**src/rtl/iq_dsp_pkg.sv**
```systemverilog
// Shared constants for the baseband I/Q DSP chain.
// Holds the CIC order, the default widths and the internal-width helper.
package iq_dsp_pkg;

    localparam int CIC_ORDER  = 3;
    localparam int DEF_IW     = 16;
    localparam int DEF_OW     = 16;
    localparam int DEF_R_LOG2 = 3;

    // Width that holds the full R^N growth, so modular wrap inside the integrators cancels in the combs.
    function automatic int cic_wi(input int iw, input int r_log2);
        return iw + CIC_ORDER * r_log2;
    endfunction

endpackage

```
**src/rtl/cic_lane.sv**
```systemverilog
// One channel of the third-order CIC: pipelined integrators, comb chain and output register.
// Decimation timing (in_valid / dec_stb) comes from the top so both lanes stay aligned.
module cic_lane
    import iq_dsp_pkg::*;
#(
    parameter int IW     = DEF_IW,
    parameter int OW     = DEF_OW,
    parameter int R_LOG2 = DEF_R_LOG2
) (
    input  logic                 clk,
    input  logic                 rst,
    input  logic                 in_valid,
    input  logic                 dec_stb,
    input  logic signed [IW-1:0] x,
    output logic signed [OW-1:0] y
);

    localparam int WI = cic_wi(IW, R_LOG2);
    localparam int SH = CIC_ORDER * R_LOG2;

    logic signed [WI-1:0] r_s1, r_s2, r_s3;
    logic signed [WI-1:0] r_z1, r_z2, r_z3;
    logic signed [OW-1:0] r_y;

    logic signed [WI-1:0] w_x;
    logic signed [WI-1:0] w_d1, w_d2, w_d3;
    logic signed [OW-1:0] w_y;

    assign w_x  = {{(WI-IW){x[IW-1]}}, x};
    assign w_d1 = r_s3 - r_z1;
    assign w_d2 = w_d1 - r_z2;
    assign w_d3 = w_d2 - r_z3;
    // Divide by R^3 with floor rounding; the result always fits OW bits.
    assign w_y  = OW'(w_d3 >>> SH);

    always_ff @(posedge clk) begin
        if (rst) begin
            r_s1 <= '0;
            r_s2 <= '0;
            r_s3 <= '0;
            r_z1 <= '0;
            r_z2 <= '0;
            r_z3 <= '0;
            r_y  <= '0;
        end else begin
            if (in_valid) begin
                r_s1 <= r_s1 + w_x;
                r_s2 <= r_s2 + r_s1;
                r_s3 <= r_s3 + r_s2;
            end
            if (dec_stb) begin
                r_z1 <= r_s3;
                r_z2 <= w_d1;
                r_z3 <= w_d2;
                r_y  <= w_y;
            end
        end
    end

    assign y = r_y;

endmodule

```
**src/rtl/iq_cic_decim.sv**
```systemverilog
// Dual-channel I/Q CIC decimator by 2^R_LOG2 with unity DC gain.
// One shared decimation counter drives both lanes so I and Q can never drift apart.
module iq_cic_decim
    import iq_dsp_pkg::*;
#(
    parameter int IW     = DEF_IW,
    parameter int OW     = DEF_OW,
    parameter int R_LOG2 = DEF_R_LOG2
) (
    input  logic                 clk,
    input  logic                 rst,
    input  logic                 in_valid,
    input  logic signed [IW-1:0] i,
    input  logic signed [IW-1:0] q,
    output logic signed [OW-1:0] io,
    output logic signed [OW-1:0] qo,
    output logic                 out_valid
);

    localparam logic [R_LOG2-1:0] CNT_ONE = R_LOG2'(1);
    localparam logic [R_LOG2-1:0] CNT_MAX = '1;

    logic [R_LOG2-1:0] r_cnt;
    logic              r_dec_stb;
    logic              r_out_valid;

    // R is a power of two, so the counter wraps R-1 -> 0 naturally.
    always_ff @(posedge clk) begin
        if (rst) begin
            r_cnt       <= '0;
            r_dec_stb   <= 1'b0;
            r_out_valid <= 1'b0;
        end else begin
            if (in_valid) begin
                r_cnt <= r_cnt + CNT_ONE;
            end
            r_dec_stb   <= in_valid && (r_cnt == CNT_MAX);
            r_out_valid <= r_dec_stb;
        end
    end

    assign out_valid = r_out_valid;

    cic_lane #(.IW(IW), .OW(OW), .R_LOG2(R_LOG2)) u_lane_i (
        .clk      (clk),
        .rst      (rst),
        .in_valid (in_valid),
        .dec_stb  (r_dec_stb),
        .x        (i),
        .y        (io)
    );

    cic_lane #(.IW(IW), .OW(OW), .R_LOG2(R_LOG2)) u_lane_q (
        .clk      (clk),
        .rst      (rst),
        .in_valid (in_valid),
        .dec_stb  (r_dec_stb),
        .x        (q),
        .y        (qo)
    );

endmodule

```
**config.mk**
```make
export PLATFORM = sky130hd
export DESIGN_NAME = iq_cic_decim
export DESIGN_NICKNAME = d
export VERILOG_FILES = /design/src/rtl/iq_dsp_pkg.sv /design/src/rtl/cic_lane.sv /design/src/rtl/iq_cic_decim.sv
export SDC_FILE = /design/constraint.sdc
export NUM_CORES = 1
export LEC_CHECK = 0
export CORE_MARGIN = 5
export CORE_UTILIZATION = 28
export CTS_BUF_LIST = sky130_fd_sc_hd__clkbuf_8 sky130_fd_sc_hd__clkbuf_16
export CTS_CLUSTER_DIAMETER = 200
export DETAILED_ROUTE_END_ITERATION = 10
export GPL_ROUTABILITY_DRIVEN = 1
export GPL_TIMING_DRIVEN = 0
export MAX_ROUTING_LAYER = met4
export PLACE_DENSITY = 0.48
export SETUP_SLACK_MARGIN = 0.4
export SKIP_CTS_REPAIR_TIMING = 1
export SLEW_MARGIN = 20
export SYNTH_ARGS = -nofsm -noshare
export SYNTH_HDL_FRONTEND = slang
export SYNTH_SLANG_ARGS = --single-unit
```
**constraint.sdc**
```tcl
create_clock -name clk -period 6.05 [get_ports clk]
set_input_delay 0.9075 -clock clk [delete_from_list [all_inputs] [get_ports clk]]
set_output_delay 0.9075 -clock clk [all_outputs]
set_load 0.05 [all_outputs]
```
# == Yosys cells after proc, flatten, opt, wreduce, memory -nomap -nowiden ==
# Index checks and enable logic that the tools add are counted.
# totals
out_inout_bits,33
wordCells,32
regBits,337
inputBits,35
# classes
reduce_logical,1
n_eq_ne,1
add_sub_neg,13
# ops
op,n
subtractor 25 bit,6
adder 25 bit,4
adder 25 x 16 -> 25 bit,2
"adder 3 x 1 -> 3 bit, second input constant",1
"== test 3 bit, second input constant",1
logical AND 1 bit,1

# == Longest topological paths before layout ==
# Gate-level depths: netlist of run 1.
# logic_depth
word_depth,3
mapped_depth,31
mapped_depth_nobuf,31

# == Modules after synthesis ==
# From an unflattened synthesis of run 1, not the netlist that was laid out.
# unflattened
cells_unflattened,3032
area_unflattened_um2,25081.6
# by_module_without_submodules
mod,cells_per_inst,instances,seq_area_each_um2,area_each_um2
cic_lane at u_lane_i,1519,1,3323.2,12487.0
cic_lane at u_lane_q,1497,1,3323.2,12415.7
iq_cic_decim,16,1,100.1,178.9

# == Worst setup path after synthesis of run 1 ==
# Ideal clock, no wire load.
# synth_timing
path_kind,register -> register
from,register u_lane_i.r_s3[0]
to,register u_lane_i.r_y[15] (netlist: u_lane_i.y[15])
path_buffers,0
period_less_slack_ns,5.504
t_arrival_ns,5.382
setup_ns,0.122
slack_ns,0.546
required_time_ns,5.928
stages_incl_launch_ff,31
cell_sequence,dfxtp_1 -> inv_1 -> ha_1 -> inv_1 -> fa_1 -> a211oi_1 -> o211ai_1 -> and3_1 -> o31ai_1 -> nand2b_1 -> a21oi_1 -> o21bai_1 -> a21oi_1 -> xnor2_1 -> ha_1 -> and3_1 -> and3_1 -> o311ai_1 -> nand2_1 -> and2_1 -> o21ai_1 -> nor2b_1 -> xnor2_1 -> ha_1 -> nand3_1 -> a211oi_1 -> o211ai_1 -> a211o_1 -> nand3_1 -> nor3_1 -> nand3b_1
# synth_via
elab_chain_len,3
# synth_lines
element,line,text
"start, declared",cic_lane.sv:21,"logic signed [WI-1:0] r_s1, r_s2, r_s3;"
"start signal, assigned",cic_lane.sv:49,r_s3 <= r_s3 + r_s2;
subtractor 25 bit,cic_lane.sv:30,assign w_d1 = r_s3 - r_z1;
net u_lane_i.w_d1[14],cic_lane.sv:26,"logic signed [WI-1:0] w_d1, w_d2, w_d3;"
subtractor 25 bit,cic_lane.sv:31,assign w_d2 = w_d1 - r_z2;
net u_lane_i.w_d2[17],cic_lane.sv:26,
subtractor 25 bit,cic_lane.sv:32,assign w_d3 = w_d2 - r_z3;
"end signal, assigned",cic_lane.sv:55,r_y <= w_y;
"end, declared",cic_lane.sv:23,logic signed [OW-1:0] r_y;
# The timed path passes the listed nets, and every way through them passes these cells.
# A chain may end at the register's enable or synchronous reset.

# == Worst setup path after layout of run 1 ==
# layout_timing
from,register u_lane_q.r_s3[0]
to,register u_lane_q.r_y[15] (netlist: u_lane_q.y[15])
# layout_via
elab_chain_len,3
# layout_lines
element,line
"start, declared",cic_lane.sv:21
"start signal, assigned",cic_lane.sv:49
subtractor 25 bit,cic_lane.sv:30
net u_lane_q.w_d1[10],cic_lane.sv:26
subtractor 25 bit,cic_lane.sv:31
net u_lane_q.w_d2[11],cic_lane.sv:26
subtractor 25 bit,cic_lane.sv:32
"end signal, assigned",cic_lane.sv:55
"end, declared",cic_lane.sv:23
# The timed path passes the listed nets, and every way through them passes these cells.

==> results_tabular.tex, run 1 <==
\begin{tabular}{lr}
\hline
Metric & Value \\
\hline
\multicolumn{2}{l}{\textbf{Layout}} \\
\quad Util after Layout & 33.27\% \\
\quad Final \#Nets & 3468 \\
\quad Footprint of the multi-input gates & 17240 µm² \\
\quad FF/Latch Area & 6761 µm² \\
\quad Layout cell share with drive strength beyond 1 & 7.396\% \\
\quad Growth of design area from synthesis to finish & 17.71\% \\
\quad Total of fill cells in the finished design & 9246 \\
\multicolumn{2}{l}{\textbf{Setup path}} \\
\quad Reg-to-reg critical path startpoint & u\_lane\_q.r\_s3[0] \\
\quad Capture point of the worst reg-to-reg path & u\_lane\_q.y[15] \\
\quad Kind of launch point of the worst setup path & register \\
\quad R2R cell count & 27 \\
\quad Critical path type & reg2reg \\
\quad Worst reg-to-reg setup slack & 320 ps \\
\quad Slowest library cell on the worst path & sky130\_fd\_sc\_hd\_\_o311a\_4 \\
\quad Kind of cell adding the most delay to the critical path & compound AO/OA/AOI/OAI gates \\
\quad Total stage count of the critical path & 27 \\
\quad Worst path max stage delay & 370 ps \\
\quad Worst path bufs/invs & 2 \\
\quad Required time reported for the critical path endpoint & 6510 ps \\
\quad Worst-path fanout max & 5 \\
\quad Element type at the critical path end & register \\
\quad Critical path arrival & 6190 ps \\
\multicolumn{2}{l}{\textbf{Power and ir drop}} \\
\quad Relative contribution of sequential cells to total power & 18.7\% \\
\quad Clock network power share & 18.6\% \\
\quad Cell area power density & 461.8 nW/µm² \\
\quad Cell-internal power & 0.007788 W \\
\quad Net Sw Frac & 41.75\% \\
\quad Worst VDD drop & 0.2739 mV \\
\quad Power share of the combinational group & 62.7\% \\
\quad Leakage power figure & 12.02 nW \\
\quad Psw & 0.005583 W \\
\multicolumn{2}{l}{\textbf{Routing}} \\
\quad Drt first pass iters & 5 \\
\quad Total number of vias & 19849 \\
\quad DRT Wirelength & 63770 µm \\
\quad Number of DRC violations after detailed routing & 0 \\
\quad Vias/cell & 4.594 \\
\quad DRT antenna net count & 0 \\
\quad Initial detailed-routing violation count & 702 \\
\quad Avg WL per Cell & 14.76 µm \\
\multicolumn{2}{l}{\textbf{Yosys}} \\
\quad Commonest register cell after synthesis & sky130\_fd\_sc\_hd\_\_dfxtp\_1 \\
\quad Post-synthesis register bit count & 337 \\
\quad Synthesized netlist net count & 3318 \\
\quad Count of flip-flops with a built-in enable after synthesis & 0 \\
\quad Seq/Total Area, Yosys & 27.42\% \\
\quad Yosys warning total & 0 \\
\quad Number of library cell types mapped by synthesis & 85 \\
\quad Post-Syn Area & 24600 µm² \\
\quad Avg Synthesized Cell Area & 8.241 µm² \\
\quad Post-synthesis instance total & 2985 \\
\quad Async SR Flop Fraction & 0\% \\
\multicolumn{2}{l}{\textbf{Hold path}} \\
\quad Critical hold path startpoint & u\_lane\_q.y[12] \\
\quad Endpoint with the worst hold slack & u\_lane\_q.y[12] \\
\quad Worst Hold Depth & 2 \\
\quad Worst min-delay path class & reg2reg \\
\multicolumn{2}{l}{\textbf{Status}} \\
\quad Run status & completed \\
\multicolumn{2}{l}{\textbf{STA}} \\
\quad Rel. slew slack & 23.58\% \\
\quad Setup repair after global routing missed its margin & true \\
\quad Transition time of the tightest slew-check pin & 1146 ps \\
\quad Final hold violation count & 0 \\
\quad Post-layout minimum cycle time & 5730 ps \\
\quad Max-slew violation count & 0 \\
\quad Peak Freq & 0.1745 GHz \\
\quad Setup tns final & 0 ps \\
\quad Endpoints failing setup & 0 \\
\quad Period utilization & 94.71\% \\
\quad Final Skew & 22.32 ps \\
\multicolumn{2}{l}{\textbf{Global routing}} \\
\quad Initial antenna violation count & 2 \\
\quad GRT Resource Usage Total & 13.59\% \\
\quad Overflow after GRT & 0 \\
\quad Wire length of the first global-routing pass & 102900 µm \\
\quad Pin count of the biggest net entering global routing & 14 \\
\quad Vias in the first global route & 19201 \\
\multicolumn{2}{l}{\textbf{CTS}} \\
\quad Clock tree from TritonCTS & done \\
\quad Buffer type at the clock tree root & sky130\_fd\_sc\_hd\_\_clkbuf\_16 \\
\quad Number of sinks handled by clock tree synthesis & 337 \\
\quad Total number of H-tree levels & 2 \\
\quad Clock Latency Late Sink & 570 ps \\
\quad Number of buffers between clock root and the deepest sink & 3 \\
\quad Clock-pin slew reported for the worst setup and hold paths after clock tree synthesis & 60 ps \\
\quad Cts bufs inserted & 41 \\
\multicolumn{2}{l}{\textbf{Placement}} \\
\quad Input/output buffers & 67 \\
\quad Routability Congestion & 0.8342 \\
\quad Dpl hpwl & 49900 µm \\
\multicolumn{2}{l}{\textbf{Floorplanning}} \\
\quad Starting utilization of the core area & 28.27\% \\
\quad Height of the die & 306.4 µm \\
\quad Core Box Area & 87020 µm² \\
\quad Top-level I/O count & 68 \\
\quad Die ar. & 93880 µm² \\
\quad Std cell rows & 108 \\
\quad Die X & 306.4 µm \\
\multicolumn{2}{l}{\textbf{Flow run}} \\
\quad Max-cap violations & 0 \\
\hline
\end{tabular}
Yosys cell counts, types with 10 or more instances:
cell type	count	area (µm²)
sky130_fd_sc_hd__fa_1	10	200.2
sky130_fd_sc_hd__o21ai_0	123	615.6
sky130_fd_sc_hd__nand2_1	162	608.1
sky130_fd_sc_hd__inv_1	226	848.3
sky130_fd_sc_hd__o21bai_1	24	180.2
sky130_fd_sc_hd__a31oi_1	20	125.1
sky130_fd_sc_hd__nor2_1	410	1539
sky130_fd_sc_hd__dfxtp_1	337	6746
sky130_fd_sc_hd__and2_1	12	75.07
sky130_fd_sc_hd__a211oi_1	43	322.8
sky130_fd_sc_hd__o21ai_1	25	125.1
sky130_fd_sc_hd__o21a_1	36	270.3
sky130_fd_sc_hd__nand4_1	18	112.6
sky130_fd_sc_hd__o31ai_1	12	90.09
sky130_fd_sc_hd__a21oi_1	209	1046
sky130_fd_sc_hd__xor2_1	75	656.9
sky130_fd_sc_hd__and3_1	24	150.1
sky130_fd_sc_hd__ha_1	288	3603
sky130_fd_sc_hd__mux2i_1	235	2352
sky130_fd_sc_hd__o211ai_1	13	97.59
sky130_fd_sc_hd__nor2b_1	40	250.2
sky130_fd_sc_hd__xnor2_1	137	1200
sky130_fd_sc_hd__or3_1	24	150.1
sky130_fd_sc_hd__nand2b_1	41	256.5
sky130_fd_sc_hd__nand3_1	51	255.2
sky130_fd_sc_hd__clkbuf_1	70	262.8
sky130_fd_sc_hd__buf_1	18	67.56
sky130_fd_sc_hd__a21o_1	106	795.8
sky130_fd_sc_hd__nor3_1	50	250.2
worst max-delay path by stage:
stage / slack, ps / endpoint / from
final: 320 / u_lane_q.y[15] / u_lane_q.r_s3[0]
after global routing: 50 / u_lane_i.y[12] / u_lane_i.r_s3[0]
after CTS: -560 / u_lane_i.y[15] / u_lane_i.r_s3[0]
after detailed placement: -540 / u_lane_i.y[15] / u_lane_i.r_s3[0]
after global placement: -510 / u_lane_i.y[15] / u_lane_i.r_s3[0]
after floorplan: 550 / u_lane_i.y[15] / u_lane_i.r_s3[0]
state kept, by name, summed over array words and instances, names as in the netlist, 25 cells and up:
| name | cells |
|---|---|
| u_lane_i.r_z3 | 25 |
| u_lane_q.r_s3 | 25 |
| u_lane_q.r_z1 | 25 |
| u_lane_i.r_s1 | 25 |
| u_lane_i.r_z2 | 25 |
| u_lane_i.r_s3 | 25 |
| u_lane_q.r_s2 | 25 |
| u_lane_q.r_s1 | 25 |
| u_lane_q.r_z2 | 25 |
| u_lane_q.r_z3 | 25 |
| u_lane_i.r_s2 | 25 |
| u_lane_i.r_z1 | 25 |
metal layers:
| metal | share of wire (%) | global-route usage, % | vias to the layer above |
|---|---|---|---|
| met4 | 1.8 | 2.777 | 0 |
| met1 | 50 | 18.04 | 8791 |
| met3 | 2.5 | 1.760 | 61 |
| met5 | 0 | - | - |
| met2 | 46 | 22.37 | 160 |
| li1 | - | - | 10837 |
worst register-to-register path, cell delays in order, from the launching register on:
cell and delay (ps):
sky130_fd_sc_hd__dfxtp_4 350, sky130_fd_sc_hd__inv_4 50, sky130_fd_sc_hd__ha_4 140, sky130_fd_sc_hd__fa_2 210, sky130_fd_sc_hd__nor2b_2 50, sky130_fd_sc_hd__o31a_1 310
sky130_fd_sc_hd__o311a_4 370, sky130_fd_sc_hd__o21a_1 210, sky130_fd_sc_hd__nor2_4 160, sky130_fd_sc_hd__a21oi_2 90, sky130_fd_sc_hd__xor2_2 250, sky130_fd_sc_hd__ha_4 270
sky130_fd_sc_hd__a2111oi_4 350, sky130_fd_sc_hd__o22ai_2 170, sky130_fd_sc_hd__buf_4 180, sky130_fd_sc_hd__xor2_2 140, sky130_fd_sc_hd__ha_1 360, sky130_fd_sc_hd__and3_4 210
sky130_fd_sc_hd__and3_4 180, sky130_fd_sc_hd__o211ai_1 170, sky130_fd_sc_hd__a31oi_2 260, sky130_fd_sc_hd__o21bai_1 140, sky130_fd_sc_hd__o21bai_1 220, sky130_fd_sc_hd__o21a_1 210
sky130_fd_sc_hd__o21ai_2 90, sky130_fd_sc_hd__nand2b_1 80, sky130_fd_sc_hd__xor3_1 240, sky130_fd_sc_hd__a211oi_2 180
stage by stage:
| stage | setup slack (ps) | instances | area, µm² | total power (W) | hold slack [ps] |
|---|---|---|---|---|---|
| after floorplan | 546.0 | 2985 | 24600 | 0.008351 | 445.2 |
| after global placement | -505.7 | 4207 | 26720 | 0.009711 | 458.8 |
| after detailed placement | -535.5 | 4207 | 26720 | 0.009712 | 468.4 |
| after CTS | -563.1 | 4279 | 28060 | 0.01229 | 478.1 |
| after global routing | 53.90 | 4320 | 28950 | 0.01460 | 494.8 |
| final | 320.1 | 4321 | 28960 | 0.01337 | 474.5 |
kinds of logic (layout without fill, tap and decap cells):
group	count (synthesis)	in the layout	synth area share [%]
fa+ha+maj	298	298	15.46
other cells	0	2	0
flops	337	337	27.42
simple gates	866	866	15.88
compound gates	718	718	19.03
buf+inv	315	494	4.811
xor+xnor	214	214	7.736
mux	237	237	9.654
power groups by stage:
stage / registers, W / logic, W / clock network (W)
after floorplan: 0.00249 / 0.00586 / 0
after global placement: 0.00255 / 0.00716 / 0
after detailed placement: 0.00255 / 0.00716 / 0
after CTS: 0.00250 / 0.00719 / 0.00260
after global routing: 0.00252 / 0.00940 / 0.00267
final: 0.00250 / 0.00838 / 0.00249
layout make-up:
| type | instances | area share (%) |
|---|---|---|
| Inverter | 227 | 2.956 |
| Tap cell | 1155 | 4.991 |
| Timing Repair Buffer | 107 | 3.353 |
| Sequential cell | 337 | 23.35 |
| Clock buffer | 48 | 3.954 |
| Antenna cell | 2 | 0.01728 |
| Clock inverter | 24 | 0.7000 |
| Multi-Input combinational cell | 2333 | 59.52 |
| Buffer | 88 | 1.154 |
layout by cell type (no fill, tap or decap), types with 17 or more instances in the layout:
cell,instances
sky130_fd_sc_hd__clkbuf_1,68
sky130_fd_sc_hd__or3_1,24
sky130_fd_sc_hd__o21ai_0,115
sky130_fd_sc_hd__o21a_1,36
sky130_fd_sc_hd__a21oi_2,17
sky130_fd_sc_hd__a31oi_1,19
sky130_fd_sc_hd__clkdlybuf4s50_1,67
sky130_fd_sc_hd__nor2_1,407
sky130_fd_sc_hd__nand3_1,50
sky130_fd_sc_hd__ha_1,277
sky130_fd_sc_hd__nand2_1,161
sky130_fd_sc_hd__nor3_1,47
sky130_fd_sc_hd__inv_1,229
sky130_fd_sc_hd__nand4_1,18
sky130_fd_sc_hd__mux2i_1,235
sky130_fd_sc_hd__buf_1,17
sky130_fd_sc_hd__o21bai_1,22
sky130_fd_sc_hd__a21o_1,106
sky130_fd_sc_hd__dfxtp_1,329
sky130_fd_sc_hd__and3_1,19
sky130_fd_sc_hd__clkbuf_16,43
sky130_fd_sc_hd__xnor2_1,131
sky130_fd_sc_hd__a211oi_1,38
sky130_fd_sc_hd__buf_4,40
sky130_fd_sc_hd__xor2_1,72
sky130_fd_sc_hd__nand2b_1,41
sky130_fd_sc_hd__o21ai_1,26
sky130_fd_sc_hd__a21oi_1,192
sky130_fd_sc_hd__nor2b_1,36
No activity file was read; power rests on OpenSTA's default activity.
==> inputs of run 2 (changes only) <==
--- a/config.mk
+++ b/config.mk
@@ -5,13 +5,13 @@
 export SDC_FILE = /design/constraint.sdc
 export NUM_CORES = 1
 export LEC_CHECK = 0
+export CAP_MARGIN = 30
 export CORE_MARGIN = 5
 export CORE_UTILIZATION = 28
 export CTS_BUF_LIST = sky130_fd_sc_hd__clkbuf_8 sky130_fd_sc_hd__clkbuf_16
 export CTS_CLUSTER_DIAMETER = 200
 export DETAILED_ROUTE_END_ITERATION = 10
 export GPL_ROUTABILITY_DRIVEN = 1
-export GPL_TIMING_DRIVEN = 0
 export MAX_ROUTING_LAYER = met4
 export PLACE_DENSITY = 0.48
 export SETUP_SLACK_MARGIN = 0.4
==> run 2 against run 1 <==
  * Clock-buffer cell count down 1
  * Setup slack improved by 130 ps
  * Total power decreased by 1.3%
  * Global-route usage fell by 2.0 points
  * Critical endpoint is now u_lane_i.y[12]
  * Largest cell class unchanged
==> results_tabular.tex, run 2 (synthesis results as in run 1) <==
\begin{tabular}{lr}
\hline
Metric & Value \\
\hline
\multicolumn{2}{l}{\textbf{STA}} \\
\quad Peak Freq & 0.1784 GHz (was 0.1745 GHz) \\
\quad Setup repair after global routing missed its margin & true (unchanged) \\
\quad Rel. slew slack & 32.87\% (was 23.58\%) \\
\quad Transition time of the tightest slew-check pin & 981.6 ps (was 1146 ps) \\
\quad Final Skew & 11.31 ps (was 22.32 ps) \\
\quad Post-layout minimum cycle time & 5604 ps (was 5730 ps) \\
\quad Final hold violation count & 0 (unchanged) \\
\quad Endpoints failing setup & 0 (unchanged) \\
\quad Max-slew violation count & 0 (unchanged) \\
\quad Setup tns final & 0 ps (unchanged) \\
\quad Worst-case hold slack & 466.8 ps (was 474.5 ps) \\
\quad Period utilization & 92.63\% (was 94.71\%) \\
\multicolumn{2}{l}{\textbf{Placement}} \\
\quad Input/output buffers & 67 (unchanged) \\
\quad Routability Congestion & 0.7974 (was 0.8342) \\
\quad Dpl hpwl & 39890 µm (was 49900 µm) \\
\quad Placed Cells & 4138 (was 4207) \\
\multicolumn{2}{l}{\textbf{Floorplanning}} \\
\quad Die ar. & 93880 µm² (unchanged) \\
\quad Starting utilization of the core area & 28.27\% (unchanged) \\
\quad Core Box Area & 87020 µm² (unchanged) \\
\quad Die X & 306.4 µm (unchanged) \\
\quad Std cell rows & 108 (unchanged) \\
\quad Height of the die & 306.4 µm (unchanged) \\
\quad Top-level I/O count & 68 (unchanged) \\
\multicolumn{2}{l}{\textbf{Setup path}} \\
\quad R2R cell count & 31 (was 27) \\
\quad Most common cell type on the critical path & sky130\_fd\_sc\_hd\_\_and3\_4 \\
\quad Critical path arrival & 6010 ps (was 6190 ps) \\
\quad Slowest library cell on the worst path & sky130\_fd\_sc\_hd\_\_fa\_2 (was sky130\_fd\_sc\_hd\_\_o311a\_4) \\
\quad Required time reported for the critical path endpoint & 6460 ps (was 6510 ps) \\
\quad Capture point of the worst reg-to-reg path & u\_lane\_i.y[12] (was u\_lane\_q.y[15]) \\
\quad Reg-to-reg critical path startpoint & u\_lane\_i.r\_s3[0] (was u\_lane\_q.r\_s3[0]) \\
\quad Kind of launch point of the worst setup path & register (unchanged) \\
\quad Worst-path fanout max & 4 (was 5) \\
\quad Element type at the critical path end & register (unchanged) \\
\quad Worst path max stage delay & 410 ps (was 370 ps) \\
\quad Critical path type & reg2reg (unchanged) \\
\quad Worst reg-to-reg setup slack & 450 ps (was 320 ps) \\
\multicolumn{2}{l}{\textbf{Power and ir drop}} \\
\quad Tot Pwr & 0.01320 W (was 0.01337 W) \\
\quad Worst VDD drop & 0.2650 mV (was 0.2739 mV) \\
\quad Relative contribution of sequential cells to total power & 18.9\% (was 18.7\%) \\
\quad Leakage power figure & 12.02 nW (about the same) \\
\quad Psw & 0.005432 W (was 0.005583 W) \\
\quad Power share of the combinational group & 61.8\% (was 62.7\%) \\
\quad Cell area power density & 459.4 nW/µm² (was 461.8 nW/µm²) \\
\quad Net Sw Frac & 41.15\% (was 41.75\%) \\
\quad Cell-internal power & 0.007768 W (was 0.007788 W) \\
\quad Clock network power share & 19.3\% (was 18.6\%) \\
\multicolumn{2}{l}{\textbf{Routing}} \\
\quad Drt first pass iters & 5 (unchanged) \\
\quad Avg WL per Cell & 12.90 µm (was 14.76 µm) \\
\quad Number of DRC violations after detailed routing & 0 (unchanged) \\
\quad Initial detailed-routing violation count & 759 (was 702) \\
\quad DRT Wirelength & 54730 µm (was 63770 µm) \\
\quad Total number of vias & 19382 (was 19849) \\
\quad Vias/cell & 4.569 (was 4.594) \\
\quad DRT antenna net count & 0 (unchanged) \\
\multicolumn{2}{l}{\textbf{CTS}} \\
\quad Buffer type at the clock tree root & sky130\_fd\_sc\_hd\_\_clkbuf\_16 (unchanged) \\
\quad Clock tree from TritonCTS & done (unchanged) \\
\quad Number of sinks handled by clock tree synthesis & 337 (unchanged) \\
\quad Clock-pin slew reported for the worst setup and hold paths after clock tree synthesis & 60 ps (about the same) \\
\quad Total number of H-tree levels & 2 (unchanged) \\
\quad Clock Latency Late Sink & 550 ps (was 570 ps) \\
\quad Number of buffers between clock root and the deepest sink & 3 (unchanged) \\
\quad Cts bufs inserted & 40 (was 41) \\
\multicolumn{2}{l}{\textbf{Global routing}} \\
\quad Initial antenna violation count & 1 (was 2) \\
\quad Pin count of the biggest net entering global routing & 89 (was 14) \\
\quad Overflow after GRT & 0 (unchanged) \\
\quad GRT Resource Usage Total & 11.61\% (was 13.59\%) \\
\quad Wire length of the first global-routing pass & 91780 µm (was 102900 µm) \\
\quad Vias in the first global route & 18373 (was 19201) \\
\multicolumn{2}{l}{\textbf{Layout}} \\
\quad Growth of design area from synthesis to finish & 16.79\% (was 17.71\%) \\
\quad Commonest cells after routing, fill and taps aside & sky130\_fd\_sc\_hd\_\_nor2\_1, sky130\_fd\_sc\_hd\_\_dfxtp\_1, sky130\_fd\_sc\_hd\_\_ha\_1, sky130\_fd\_sc\_hd\_\_mux2i\_1, sky130\_fd\_sc\_hd\_\_inv\_1 (unchanged) \\
\quad Layout cell share with drive strength beyond 1 & 8.098\% (was 7.396\%) \\
\quad Diode count & 0 (was 2) \\
\quad FF/Latch Area & 6761 µm² (unchanged) \\
\quad Most common library cell in the layout ignoring fill and taps & sky130\_fd\_sc\_hd\_\_nor2\_1 (unchanged) \\
\quad Total of fill cells in the finished design & 9230 (was 9246) \\
\quad Footprint of the multi-input gates & 17180 µm² (was 17240 µm²) \\
\quad Non-Filler Instances & 4242 (was 4321) \\
\quad Final \#Nets & 3389 (was 3468) \\
\multicolumn{2}{l}{\textbf{Status}} \\
\quad Run status & completed (unchanged) \\
\multicolumn{2}{l}{\textbf{Hold path}} \\
\quad Critical hold path startpoint & u\_lane\_q.y[12] (unchanged) \\
\quad Worst min-delay path class & reg2reg (unchanged) \\
\quad Endpoint with the worst hold slack & u\_lane\_q.y[12] (unchanged) \\
\quad Worst Hold Depth & 2 (unchanged) \\
\multicolumn{2}{l}{\textbf{Flow run}} \\
\quad Max-cap violations & 0 (unchanged) \\
\hline
\end{tabular}
[run 2: cell count changes in the layout (fill, tap and decap cells not counted), moves of 4 or more]
cell	delta
sky130_fd_sc_hd__xnor2_1	-4
sky130_fd_sc_hd__xnor2_2	+4
sky130_fd_sc_hd__ha_2	+4
sky130_fd_sc_hd__buf_4	+7
sky130_fd_sc_hd__buf_1	-17
sky130_fd_sc_hd__clkbuf_1	-68
[run 2: per-stage QoR]
stage / area [µm²] / worst slack [ps] / util (%)
after floorplan: 24600 / 546.0 / -
after global placement: 26540 / 88.39 / 30.50
after detailed placement: 26540 / 41.13 / 30.50
after CTS: 27930 / 29.91 / 32.10
after global routing: 28730 / 63.63 / 33.02
final: 28730 / 446.0 / 33.02
[run 2: layout make-up]
cell class                 count  area share, %
multi-input combinational   2333          59.81
sequential                   337          23.53
timing repair buffer         117          3.819
inverter                     227          2.970
clock inverter                26         0.9798
clock buffer                  47          3.858
tap                         1155          5.030
[run 2: critical path: cells and delay by family, from the launching register on]
| kind | cells | cell delay [ps] |
|---|---|---|
| and+or+nand+nor | 9 | 1500 |
| xor gates and xnor gates | 2 | 250 |
| DFF | 1 | 320 |
| adders and majority gates | 4 | 1140 |
| buffers and inverters | 3 | 180 |
| AOI/OAI and AO/OA | 13 | 2080 |
[run 2: power groups by stage]
stage,sequential [W],clock (W),combinational [W]
floorplan,0.00249,0,0.00586
global placement,0.00254,0,0.00726
detailed placement,0.00255,0,0.00726
CTS,0.00250,0.00266,0.00727
global route,0.00252,0.00274,0.00922
finish,0.00250,0.00255,0.00816
[run 2: per-layer routing]
metal	GRT usage, %	up-vias	share of wire (%)	routed length [µm]
met2	18.07	120	43	23490
met4	2.766	0	1.9	1039
met3	1.567	58	2.3	1249
met5	-	-	0	0
li1	-	10691	-	-
met1	16.06	8513	53	28960
[run 2: worst max path at each step]
| stage | startpoint | end | slack (ps) | cells after the start |
|---|---|---|---|---|
| 2_1_floorplan | u_lane_i.r_s3[0] | u_lane_i.y[15] | 550 | 30 |
| 3_3_place_gp | u_lane_i.r_s3[0] | u_lane_i.y[12] | 90 | 29 |
| 3_5_place_dp | u_lane_i.r_s3[0] | u_lane_i.y[12] | 40 | 31 |
| 4_1_cts | u_lane_i.r_s3[0] | u_lane_i.y[12] | 30 | 31 |
| 5_1_grt | u_lane_i.r_s3[0] | u_lane_i.y[12] | 60 | 31 |
| 6_report | u_lane_i.r_s3[0] | u_lane_i.y[12] | 450 | 31 |
==> inputs of run 3 (changes only) <==
--- a/config.mk
+++ b/config.mk
@@ -5,6 +5,8 @@
 export SDC_FILE = /design/constraint.sdc
 export NUM_CORES = 1
 export LEC_CHECK = 0
+export ABC_AREA = 1
+export ABC_CLOCK_PERIOD_IN_PS = 6050
 export CAP_MARGIN = 30
 export CORE_MARGIN = 5
 export CORE_UTILIZATION = 28
==> run 3 against run 2 <==
  * Hold slack got worse by 4.9 ps
  * Total power fell by 14%
  * Setup slack improved by 550 ps
  * Synthesized area rose by 11%
  * Critical path depth rose by 1
  * First-iteration DRC count rose by 33%
  * Clock-buffer cell count rose by 12
  * Synthesized cell count rose by 38%
  * Critical endpoint is now u_lane_q.y[15]
  * Largest cell class unchanged
==> results_tabular.tex, run 3 <==
\begin{tabular}{lr}
\hline
Metric & Value \\
\hline
\multicolumn{2}{l}{\textbf{Global routing}} \\
\quad Initial antenna violation count & 0 (was 1) \\
\quad Wire length of the first global-routing pass & 122400 µm (was 91780 µm) \\
\quad Vias in the first global route & 23822 (was 18373) \\
\quad GRT Resource Usage Total & 14.35\% (was 11.61\%) \\
\quad Overflow after GRT & 0 (unchanged) \\
\quad Pin count of the biggest net entering global routing & 146 (was 89) \\
\multicolumn{2}{l}{\textbf{Power and ir drop}} \\
\quad Power share of the combinational group & 53.4\% (was 61.8\%) \\
\quad Psw & 0.005110 W (was 0.005432 W) \\
\quad Leakage power figure & 14.97 nW (was 12.02 nW) \\
\quad Cell area power density & 366.1 nW/µm² (was 459.4 nW/µm²) \\
\quad Tot Pwr & 0.01132 W (was 0.01320 W) \\
\quad Relative contribution of sequential cells to total power & 21.9\% (was 18.9\%) \\
\quad Cell-internal power & 0.006214 W (was 0.007768 W) \\
\quad Net Sw Frac & 45.12\% (was 41.15\%) \\
\quad Worst VDD drop & 0.1844 mV (was 0.2650 mV) \\
\quad Clock network power share & 24.7\% (was 19.3\%) \\
\multicolumn{2}{l}{\textbf{Setup path}} \\
\quad Critical path type & reg2reg (unchanged) \\
\quad Worst path max stage delay & 370 ps (was 410 ps) \\
\quad Most common cell type on the critical path & sky130\_fd\_sc\_hd\_\_nand2\_1 (was sky130\_fd\_sc\_hd\_\_and3\_4) \\
\quad Slowest library cell on the worst path & sky130\_fd\_sc\_hd\_\_fa\_1 (was sky130\_fd\_sc\_hd\_\_fa\_2) \\
\quad Required time reported for the critical path endpoint & 6530 ps (was 6460 ps) \\
\quad Worst-path fanout max & 5 (was 4) \\
\quad Kind of launch point of the worst setup path & register (unchanged) \\
\quad Element type at the critical path end & register (unchanged) \\
\quad Critical path arrival & 5540 ps (was 6010 ps) \\
\multicolumn{2}{l}{\textbf{STA}} \\
\quad Rel. slew slack & 37.71\% (was 32.87\%) \\
\quad Post-layout minimum cycle time & 5055 ps (was 5604 ps) \\
\quad Final Skew & 23.27 ps (was 11.31 ps) \\
\quad Final hold violation count & 0 (unchanged) \\
\quad Max-slew violation count & 0 (unchanged) \\
\quad Endpoints failing setup & 0 (unchanged) \\
\quad Period utilization & 83.55\% (was 92.63\%) \\
\quad Setup tns final & 0 ps (unchanged) \\
\quad Setup repair after global routing missed its margin & false (was true) \\
\quad Transition time of the tightest slew-check pin & 934.3 ps (was 981.6 ps) \\
\quad Worst-case hold slack & 461.9 ps (was 466.8 ps) \\
\quad Peak Freq & 0.1978 GHz (was 0.1784 GHz) \\
\multicolumn{2}{l}{\textbf{Routing}} \\
\quad DRT Wirelength & 73660 µm (was 54730 µm) \\
\quad Total number of vias & 25095 (was 19382) \\
\quad Avg WL per Cell & 13.49 µm (was 12.90 µm) \\
\quad Drt first pass iters & 5 (unchanged) \\
\quad Vias/cell & 4.594 (was 4.569) \\
\quad DRT antenna net count & 0 (unchanged) \\
\quad Number of DRC violations after detailed routing & 0 (unchanged) \\
\quad Initial detailed-routing violation count & 1007 (was 759) \\
\multicolumn{2}{l}{\textbf{Yosys}} \\
\quad Yosys warning total & 0 (unchanged) \\
\quad Number of library cell types mapped by synthesis & 59 (was 85) \\
\quad Commonest register cell after synthesis & sky130\_fd\_sc\_hd\_\_dfxtp\_1 (unchanged) \\
\quad Count of flip-flops with a built-in enable after synthesis & 0 (unchanged) \\
\quad Count leader, synth & sky130\_fd\_sc\_hd\_\_inv\_1 (was sky130\_fd\_sc\_hd\_\_nor2\_1) \\
\quad Synthesized netlist net count & 4465 (was 3318) \\
\quad Seq/Total Area, Yosys & 24.65\% (was 27.42\%) \\
\quad Avg Synthesized Cell Area & 6.624 µm² (was 8.241 µm²) \\
\quad Post-synthesis instance total & 4132 (was 2985) \\
\quad Largest cells by area after synthesis & sky130\_fd\_sc\_hd\_\_dfxtp\_1, sky130\_fd\_sc\_hd\_\_ha\_1, sky130\_fd\_sc\_hd\_\_inv\_1, sky130\_fd\_sc\_hd\_\_nand2\_1, sky130\_fd\_sc\_hd\_\_a21oi\_1 (was sky130\_fd\_sc\_hd\_\_dfxtp\_1, sky130\_fd\_sc\_hd\_\_ha\_1, sky130\_fd\_sc\_hd\_\_mux2i\_1, sky130\_fd\_sc\_hd\_\_nor2\_1, sky130\_fd\_sc\_hd\_\_xnor2\_1) \\
\quad Async SR Flop Fraction & 0\% (unchanged) \\
\quad Post-synthesis register bit count & 337 (unchanged) \\
\quad Top cell type by total area after synthesis & sky130\_fd\_sc\_hd\_\_dfxtp\_1 (unchanged) \\
\quad Post-Syn Area & 27370 µm² (was 24600 µm²) \\
\quad Commonest cells post-synth & sky130\_fd\_sc\_hd\_\_inv\_1, sky130\_fd\_sc\_hd\_\_nand2\_1, sky130\_fd\_sc\_hd\_\_a21oi\_1, sky130\_fd\_sc\_hd\_\_nor2\_1, sky130\_fd\_sc\_hd\_\_o21ai\_0 (was sky130\_fd\_sc\_hd\_\_nor2\_1, sky130\_fd\_sc\_hd\_\_dfxtp\_1, sky130\_fd\_sc\_hd\_\_ha\_1, sky130\_fd\_sc\_hd\_\_mux2i\_1, sky130\_fd\_sc\_hd\_\_inv\_1) \\
\quad Area share of the largest cell type after synthesis & 24.65\% (was 27.42\%) \\
\multicolumn{2}{l}{\textbf{CTS}} \\
\quad Clock-pin slew reported for the worst setup and hold paths after clock tree synthesis & 60 ps (about the same) \\
\quad Clock tree from TritonCTS & done (unchanged) \\
\quad Total number of H-tree levels & 2 (unchanged) \\
\quad Buffer type at the clock tree root & sky130\_fd\_sc\_hd\_\_clkbuf\_16 (unchanged) \\
\quad Cts bufs inserted & 47 (was 40) \\
\quad Clock Latency Late Sink & 590 ps (was 550 ps) \\
\quad Number of sinks handled by clock tree synthesis & 337 (unchanged) \\
\quad Number of buffers between clock root and the deepest sink & 3 (unchanged) \\
\multicolumn{2}{l}{\textbf{Hold path}} \\
\quad Worst min-delay path class & reg2reg (unchanged) \\
\multicolumn{2}{l}{\textbf{Layout}} \\
\quad Final \#Nets & 4481 (was 3389) \\
\quad Growth of design area from synthesis to finish & 13.00\% (was 16.79\%) \\
\quad Layout cell share with drive strength beyond 1 & 4.897\% (was 8.098\%) \\
\quad Commonest cells after routing, fill and taps aside & sky130\_fd\_sc\_hd\_\_inv\_1, sky130\_fd\_sc\_hd\_\_nand2\_1, sky130\_fd\_sc\_hd\_\_a21oi\_1, sky130\_fd\_sc\_hd\_\_nor2\_1, sky130\_fd\_sc\_hd\_\_o21ai\_0 (was sky130\_fd\_sc\_hd\_\_nor2\_1, sky130\_fd\_sc\_hd\_\_dfxtp\_1, sky130\_fd\_sc\_hd\_\_ha\_1, sky130\_fd\_sc\_hd\_\_mux2i\_1, sky130\_fd\_sc\_hd\_\_inv\_1) \\
\quad Most common library cell in the layout ignoring fill and taps & sky130\_fd\_sc\_hd\_\_inv\_1 (was sky130\_fd\_sc\_hd\_\_nor2\_1) \\
\quad Diode count & 0 (unchanged) \\
\quad Total of fill cells in the finished design & 10678 (was 9230) \\
\multicolumn{2}{l}{\textbf{Status}} \\
\quad Run status & completed (unchanged) \\
\multicolumn{2}{l}{\textbf{Floorplanning}} \\
\quad Die X & 322.7 µm (was 306.4 µm) \\
\quad Height of the die & 322.7 µm (was 306.4 µm) \\
\quad Std cell rows & 114 (was 108) \\
\quad Core Box Area & 96850 µm² (was 87020 µm²) \\
\quad Starting utilization of the core area & 28.26\% (was 28.27\%) \\
\quad Top-level I/O count & 68 (unchanged) \\
\quad Die ar. & 104100 µm² (was 93880 µm²) \\
\multicolumn{2}{l}{\textbf{Placement}} \\
\quad Input/output buffers & 67 (unchanged) \\
\quad Routability Congestion & 0.8619 (was 0.7974) \\
\quad Dpl hpwl & 56180 µm (was 39890 µm) \\
\multicolumn{2}{l}{\textbf{Flow run}} \\
\quad Max-cap violations & 0 (unchanged) \\
\hline
\end{tabular}
## run 3: changes by cell type in the layout (fill, tap and decap cells not counted), sizes merged, moves of 165 or more
cell / delta
a21oi: +256
inv: +470
mux2i: -235
nand2: +494
nand3: +165
o21ai: +266
## run 3: worst paths after layout
kind	slack (ps)	endpoint	depth (start not counted)	from
setup / recovery	1000	u_lane_q.y[15]	32	u_lane_q.r_s3[0]
hold / removal	460	u_lane_q.r_z1[13]	2	u_lane_q.r_z1[13]
setup reg to reg	1000	u_lane_q.y[15]	32	u_lane_q.r_s3[0]
hold reg to reg	460	u_lane_q.r_z1[13]	2	u_lane_q.r_z1[13]
## run 3: stage by stage
stage               setup WS [ps]  cells  area, µm²  utilization (%)
finish                      995.3   5462      30930            31.94
global placement            843.9   5373      29300            30.25
floorplan                    1775   4132      27370                -
detailed placement          837.5   5373      29300            30.25
global route                400.3   5462      30930            31.94
CTS                         750.0   5460      30870            31.87
## run 3: final cells by class
type,instances,area [µm²],area share (%)
Multi-Input combinational cell,2989,17590,56.87
Inverter,696,2621,8.475
Sequential cell,337,6750,21.82
Clock buffer,59,1353,4.373
Tap cell,1276,1597,5.162
Clock inverter,28,219.0,0.7079
Timing Repair Buffer,77,800.8,2.589
## run 3: power groups by stage
stage / registers [W] / logic, W / clock network (W)
after floorplan: 0.00247 / 0.00468 / 0
after global placement: 0.00253 / 0.00607 / 0
after detailed placement: 0.00253 / 0.00605 / 0
after CTS: 0.00248 / 0.00607 / 0.00292
after global routing: 0.00250 / 0.00696 / 0.00300
final: 0.00248 / 0.00604 / 0.00280
## run 3: critical path, delay by kind of cell (launching register included)
kind                     cells  cell delay [ps]
AND/OR/NAND/NOR             14             1620
XOR/XNOR                     2              480
buffers and inverters        5              280
AO/OA/AOI/OAI                7             1060
flip-flops                   1              330
adder cells (fa/ha/maj)      4             1170
## run 3: kinds of logic (layout without fill, tap and decap cells)
logic type               Yosys count  count (layout)  synth area share (%)
AND/OR/NAND/NOR                 1433            1433                 22.54
AO/OA/AOI/OAI                   1088            1088                 22.34
buffers and inverters            806             860                 11.11
flip-flops                       337             337                 24.65
adder cells (fa/ha/maj)          298             298                 13.90
XOR/XNOR                         170             170                 5.467
## run 3: routing by layer
metal  track usage (%)  part of all wire, %  vias up
met5                 -                    0        -
met1             20.24                   53    10944
met2             22.12                   42      261
li1                  -                    -    13795
met3             1.638                  2.6       95
met4             3.223                  1.9        0
